--- config.mk ---
export PLATFORM = sky130hd
export DESIGN_NAME = irda_uart_rx
export DESIGN_NICKNAME = d
export VERILOG_FILES = /design/src/rtl/irda_uart_pkg.sv /design/src/rtl/baud_tick_gen.sv /design/src/rtl/irda_uart_rx.sv
export SDC_FILE = /design/constraint.sdc
export NUM_CORES = 1
export LEC_CHECK = 0
export BUFFER_PORTS_ARGS = -buffer_cell sky130_fd_sc_hd__buf_2
export CAP_MARGIN = 20
export CORE_ASPECT_RATIO = 1.5
export CORE_MARGIN = 5
export CORE_UTILIZATION = 45
export DETAILED_ROUTE_END_ITERATION = 12
export PLACE_DENSITY = 0.62
export SKIP_CTS_REPAIR_TIMING = 1
export SYNTH_ARGS = -nofsm -noshare
export SYNTH_HDL_FRONTEND = slang
export SYNTH_SLANG_ARGS = --single-unit
--- constraint.sdc ---
create_clock -name clk -period 2.83 [get_ports clk]
set_clock_uncertainty 0.2 [all_clocks]
set_input_delay 0.566 -clock clk [delete_from_list [all_inputs] [get_ports clk]]
set_output_delay 0.566 -clock clk [all_outputs]
set_load 0.02 [all_outputs]
--- src/rtl/irda_uart_pkg.sv ---
// Shared definitions for the UART/IrDA serial link: receiver FSM states,
// oversampling ratio and the baud-tick divider calculation.
package irda_uart_pkg;

    localparam int OVERSAMPLE = 16;

    typedef enum logic [1:0] {
        IDLE  = 2'd0,
        START = 2'd1,
        DATA  = 2'd2,
        STOP  = 2'd3
    } rx_state_t;

    // Clamped to 1 so an over-fast BAUD still gives a legal divider.
    function automatic int calc_div(input int clk_hz, input int baud);
        int div;
        div = clk_hz / (baud * OVERSAMPLE);
        return (div < 1) ? 1 : div;
    endfunction

endpackage

--- src/rtl/baud_tick_gen.sv ---
// Free-running divider producing a one-clk tick at OVERSAMPLE x BAUD.
// Shared between the receiver and the transmitter.
module baud_tick_gen
    import irda_uart_pkg::*;
#(
    parameter int CLK_HZ = 50000000,
    parameter int BAUD   = 9600
) (
    input  logic clk,
    input  logic reset,
    output logic tick
);

    localparam int DIV   = calc_div(CLK_HZ, BAUD);
    localparam int CNT_W = (DIV > 1) ? $clog2(DIV) : 1;
    localparam logic [CNT_W-1:0] LAST = CNT_W'(DIV - 1);

    logic [CNT_W-1:0] cnt;

    // NOTE: sequential state uses non-blocking assignments so every flop sees pre-edge values.
    always_ff @(posedge clk) begin
        if (reset) begin
            cnt <= '0;
        end else if (cnt == LAST) begin
            cnt <= '0;
        end else begin
            cnt <= cnt + CNT_W'(1);
        end
    end

    assign tick = (cnt == LAST);

endmodule

--- src/rtl/irda_uart_rx.sv ---
// 8N1 receiver for an NRZ UART line or an IrDA SIR pulse line, 16x oversampled.
// Holds the last good byte and exposes it as two hex nibbles.
module irda_uart_rx
    import irda_uart_pkg::*;
#(
    parameter int CLK_HZ    = 50000000,
    parameter int BAUD      = 9600,
    parameter bit IRDA_MODE = 1'b1
) (
    input  logic       clk,
    input  logic       reset,
    input  logic       rx_in,
    output logic [7:0] data_out,
    output logic [3:0] hi_nib,
    output logic [3:0] lo_nib,
    output logic       data_valid,
    output logic       frame_err,
    output logic       busy
);

    localparam logic       IDLE_LEVEL = !IRDA_MODE;
    localparam logic [3:0] LAST_IDX   = 4'(OVERSAMPLE - 1);
    localparam logic [3:0] MID_IDX    = 4'(OVERSAMPLE / 2 - 1);
    // NRZ decides at mid-bit; IrDA must watch the whole window for a pulse.
    localparam logic [3:0] DECIDE_IDX = IRDA_MODE ? LAST_IDX : MID_IDX;

    logic       rx_meta;
    logic       rx_s;
    logic       tick;
    rx_state_t  state;
    logic [3:0] sample_cnt;
    logic [3:0] next_idx;
    logic [2:0] bit_cnt;
    logic [7:0] shift_reg;
    logic       pulse_seen;
    logic       seen_now;
    logic       line_bit;

    baud_tick_gen #(
        .CLK_HZ(CLK_HZ),
        .BAUD  (BAUD)
    ) u_tick (
        .clk  (clk),
        .reset(reset),
        .tick (tick)
    );

    always_ff @(posedge clk) begin
        if (reset) begin
            rx_meta <= IDLE_LEVEL;
            rx_s    <= IDLE_LEVEL;
        end else begin
            rx_meta <= rx_in;
            rx_s    <= rx_meta;
        end
    end

    // NOTE: every always_comb output is assigned on every path, so no latch is inferred.
    always_comb begin
        next_idx = sample_cnt + 4'd1;
        seen_now = pulse_seen | rx_s;
        line_bit = IRDA_MODE ? ~seen_now : rx_s;
    end

    always_ff @(posedge clk) begin
        if (reset) begin
            state      <= IDLE;
            sample_cnt <= '0;
            bit_cnt    <= '0;
            shift_reg  <= '0;
            pulse_seen <= 1'b0;
            data_out   <= '0;
            data_valid <= 1'b0;
            frame_err  <= 1'b0;
        end else begin
            data_valid <= 1'b0;
            if (tick) begin
                if (state == IDLE) begin
                    // The detecting tick is sample 0 of the start-bit window.
                    pulse_seen <= rx_s;
                    if (rx_s != IDLE_LEVEL) begin
                        state      <= START;
                        sample_cnt <= '0;
                    end
                end else begin
                    sample_cnt <= next_idx;
                    pulse_seen <= (next_idx == LAST_IDX) ? 1'b0 : seen_now;
                    case (state)
                        START: begin
                            if (!IRDA_MODE && next_idx == MID_IDX && rx_s) begin
                                state <= IDLE;
                            end else if (next_idx == LAST_IDX) begin
                                state   <= DATA;
                                bit_cnt <= '0;
                            end
                        end
                        DATA: begin
                            if (next_idx == DECIDE_IDX) begin
                                shift_reg <= {line_bit, shift_reg[7:1]};
                            end
                            if (next_idx == LAST_IDX) begin
                                if (bit_cnt == 3'd7) begin
                                    state <= STOP;
                                end else begin
                                    bit_cnt <= bit_cnt + 3'd1;
                                end
                            end
                        end
                        STOP: begin
                            if (next_idx == DECIDE_IDX) begin
                                state <= IDLE;
                                if (line_bit) begin
                                    data_out   <= shift_reg;
                                    data_valid <= 1'b1;
                                    frame_err  <= 1'b0;
                                end else begin
                                    frame_err  <= 1'b1;
                                end
                            end
                        end
                        default: state <= IDLE;
                    endcase
                end
            end
        end
    end

    assign hi_nib = data_out[7:4];
    assign lo_nib = data_out[3:0];
    assign busy   = (state != IDLE);

endmodule

# After elaboration in Yosys (flattened, before gate mapping)
# Index checks and enable logic that the tools add are counted.
# classes
bitwise	6
reduce_logical	11
addsub	3
eq_ne	14
n_mux	17
# ops
cell	count
2-bit two-way mux	6
3-bit inequality test, second input constant	4
6-bit AND reduction	2
9-bit by 1-bit adder with 9-bit output, second input constant	1
9-bit equality test, second input constant	1
3-bit two-way mux	3
4-bit two-way mux	2
2-bit inequality test, second input constant	4
4-bit AND reduction	2
2-bit case mux with 3 select lines	1
3-bit case mux with 2 select lines	1
1-bit inverter	5
5-bit AND reduction	1
5-bit OR reduction	1
4-bit by 1-bit adder with 4-bit output, second input constant	1
2-bit equality test, second input constant	2
4-bit equality test, second input constant	1
1-bit two-way mux	4
2-bit nonzero test	2
3-bit by 1-bit adder with 3-bit output, second input constant	1
3-bit equality test, second input constant	1
2-bit by 1-bit equality test with 1-bit output, second input constant	1
2-bit logical NOT	1
2-bit AND reduction	1
2 further kinds	2
# totals
reg_bits	39
output_inout_bits	19
elab_cells	62
input_bits	3

# Logic depth before layout (Yosys ltp)
# depth
depth_word	5
depth_mapped	7
ltp_nobuf	7

# By module
# Synthesis repeated with hierarchy kept, for this count alone.
# unflattened
hier_cells	222
hier_area_um2	2008.2
# by_module_without_submodules
module	n_inst	seq_area_each_um2	cells_per_inst	area_per_inst_um2
irda_uart_rx	1	600.6	174	1567.8
baud_tick_gen	1	180.2	48	440.4

# Worst setup path after synthesis
# OpenSTA, ideal clock, no wires.
# synth_timing
path_type	flip-flop to flip-flop
startpoint	register sample_cnt[0]
endpoint	register state[0]
path_buffers	1
stages_incl_launch_ff	8
t_required_ns	2.558
setup_slack_ns	0.764
setup_time_ns	0.072
t_arrival_ns	1.795
synth_period_minus_slack_ns	2.066
path_cell_list	dfxtp_1 ha_1 and2b_1 and4bb_2 a31oi_1 buf_2 a311oi_1 mux2i_1
# synth_via
elab_chain_len	4
word_cells_on_any_way	6
cone_classes	add/sub (1); eq/ne (4); reduce/logical (1)
# synth_lines
element	line_no	rtl
start, declared	irda_uart_rx.sv:31	logic [3:0] sample_cnt;
start signal, assigned	irda_uart_rx.sv:86	sample_cnt <= next_idx;
4-bit by 1-bit adder with 4-bit output (*)	irda_uart_rx.sv:60	next_idx = sample_cnt + 4'd1;
4-bit equality test (*)	irda_uart_rx.sv:92, irda_uart_rx.sv:101, irda_uart_rx.sv:110	
3-bit inequality test (no source line)	-	
6-bit AND reduction (no source line) (*)	-	
end signal, assigned	irda_uart_rx.sv:93	state <= DATA;
end signal, assigned	irda_uart_rx.sv:103	state <= STOP;
end signal, assigned	irda_uart_rx.sv:111	state <= IDLE;
end, declared	irda_uart_rx.sv:30	rx_state_t state;
# Every way passes the cells marked *; elsewhere a longest branch is shown, timed or not.
# A chain may end at the register's enable or synchronous reset.

# Worst setup path in the final report
# layout_timing
startpoint	register state[0]
endpoint	output busy
# layout_via
elab_chain_len	1
# layout_lines
element	line_no	rtl
start signal, assigned	irda_uart_rx.sv:67	state <= IDLE;
start signal, assigned	irda_uart_rx.sv:82	state <= START;
start signal, assigned	irda_uart_rx.sv:91	state <= IDLE;
2-bit nonzero test	irda_uart_rx.sv:130	assign busy = (state != IDLE);
end, declared	irda_uart_rx.sv:18	output logic busy
# No other way between the ends.

==> impl_metrics.py <==
metrics = {
    "floorplan": {
        "die_x_um": 62.7,
        "ios": 22,
        "die_area_um2": 5590,
        "rows": 28,
        "die_h_um": 89.1,
        "start_util_pct": 47.0,
        "coreArea_um2": 3990,
    },
    "grt": {
        "grt_overflow_total": 0,
        "grt_max_degree": 35,
        "antenna_found_initial": 0,
        "grt_pass1_vias": 1369,
        "grt_pass1_wl_um": 5930,
        "groute.usage.overall_pct": 13.0,
    },
    "final_layout": {
        "multi_input_area_um2": 962,
        "antenna_cells": 0,
        "drive_gt1_share_pct": 17.0,
        "n_fill_cell": 391,
        "largest_register_ffs": 9,
        "nets": 224,
        "seqCellArea_um2": 781,
        "area_growth_pct": 8.33,
    },
    "routing": {
        "vias": 1340,
        "drc": 0,
        "first_pass_iters": 4,
        "vias_per_cell": 5.21,
        "postRouteAntennaNets": 0,
        "first_iter_violations": 63,
        "wl_per_cell_um": 13.1,
        "wirelength_um": 3360,
    },
    "synth": {
        "synthCells": 198,
        "synth_nets": 211,
        "synthTopCellsByArea": "dfxtp_1 42%, mux2i_1 10%, nand2b_1 7.3%, ha_1 6.7%, buf_4 3.2%",
        "synth_top_area_share_pct": 41.6,
        "yosysUniqueCellTypes": 38,
        "synth-seq-area-share_pct": 41.6,
        "synth.ff_latch_count": 39,
        "synthFlopType": "dfxtp_1",
        "async_flop_share_pct": 0,
        "synth_area_um2": 1880,
        "yosysWarnings": 0,
        "synth_edf_count": 0,
        "yosysTopAreaCell": "dfxtp_1",
        "syn_avg_cell_area_um2": 9.49,
    },
    "cts": {
        "numCtsBuffers": 5,
        "cts_tree": "yes",
        "clockBufferDepth": 2,
        "clock_latency_ps": 290,
        "clock-root-buffer": "clkbuf_8",
        "clkSlewWorstSetupHoldPaths_ps": 80,
        "ctsHtreeMaxLevel": 2,
        "cts_sinks": 39,
    },
    "timing": {
        "period_share_pct": 81.0,
        "rsz0062_at_grt": "false",
        "fin_tns_setup_ps": 0,
        "maxSlewHeadroom_pct": 67.8,
        "hold_violations": 0,
        "finalCriticalPeriod_ps": 2290,
        "setup_viol": 0,
        "tightest_slew_ps": 480,
        "max_freq_ghz": 0.436,
        "slew_viol_final": 0,
    },
    "setup_path": {
        "crit_type": "register to primary output",
        "crit_fanout": 14,
        "cp.required_ps": 2060,
        "crit_path_start_kind": "register",
        "cp.arrival_ps": 1530,
        "endpoint_kind": "primary output",
    },
    "power_and_ir_drop": {
        "total_power_mw": 0.953,
        "leakage_nw": 0.870,
        "power.density_nw_per_um2": 468,
        "vdd_drop_max_mv": 0.429,
    },
    "placement": {
        "port_buffers": 21,
        "hpwl_um": 2460,
        "gp_congestion": 0.828,
    },
    "run_status": {
        "status": "finished clean",
    },
    "flow_run": {
        "drv_cap": 0,
    },
    "worst_hold_path": {
        "hold_class": "register to register",
    },
}
[final cells by class]
class | count | area share [%]
multi-input cells | 134 | 47.3
flip-flops and latches | 39 | 38.4
repair buffers | 22 | 5.54
clock buffers | 5 | 3.38
well taps | 45 | 2.77
inverters | 9 | 1.66
clock inverters | 3 | 0.984
[final timing paths]
check | start | end | slack, ps | depth (start not counted)
max | state[0]$_SDFFE_PP0P_ | busy | 540 | 4
min | rx_meta$_SDFF_PP0_ | rx_s$_SDFF_PP0_ | 250 | 1
max reg2reg | sample_cnt[1]$_SDFFE_PP0P_ | shift_reg[6]$_SDFFE_PP0P_ | 580 | 6
min reg2reg | rx_meta$_SDFF_PP0_ | rx_s$_SDFF_PP0_ | 250 | 1
[placed cells by master (no fill, tap or decap), types with 5 or more instances in the layout]
master	instances
dfxtp_1	39
buf_2	21
a21oi_1	7
mux2i_1	19
nand2_1	9
ha_1	10
inv_1	9
xor2_1	6
nand3_1	7
nor2b_1	5
nand2b_1	22
clkbuf_8	5
nor2_1	12
[routing by layer]
metal  global-route usage [%]  up-vias  share of wire (%)
li1                         -      692                  -
met4                     5.02        0                1.8
met1                     14.7      622                 45
met2                     22.8       18                 50
met3                     4.40        8                3.3
met5                        0        -                  0
[cell families (layout without fill, tap and decap cells)]
kind of cell	after synthesis	after routing	share of synthesized area, %
adders and majority gates	10	10	6.66
DFF	39	39	41.6
muxes	19	19	10.1
and+or+nand+nor	77	77	24.0
buffers and inverters	25	39	7.19
AOI/OAI and AO/OA	21	21	7.20
xor gates and xnor gates	7	7	3.26
[where the power goes]
group,internal [mW],switching [mW]
combinational,0.0124,0.0146
sequential,0.553,0.00545
clock,0.171,0.196
total,0.737,0.216
[synthesized netlist by cell type (2+ instances only)]
master,instances
or3_1,3
a21oi_1,7
nor2b_1,5
nand2b_1,22
ha_1,10
nand2_1,9
dfxtp_1,39
a31oi_1,2
nor3_1,3
and2_1,2
buf_2,3
nor2_1,12
o31ai_1,3
xor2_1,6
buf_4,8
nand4_1,3
mux2i_1,19
inv_1,9
or4_1,3
nand3_1,7
o21ai_0,3
clkbuf_1,4
[per-stage QoR]
stage	util (%)	area (µm²)	hold WS, ps	cells	setup slack (ps)
2_1_floorplan	-	1880	214	198	764
3_3_place_gp	48.7	1950	227	249	664
3_5_place_dp	48.7	1950	252	249	588
4_1_cts	50.9	2030	261	257	521
5_1_grt	50.9	2030	259	257	380
6_report	50.9	2030	253	257	538
[critical path: stages (launching register included)]
cell and delay, ps:
dfxtp_1 340, inv_1 90, ha_1 430, inv_1 180, buf_2 200
Note: power is estimated with default switching activity, not from simulation.
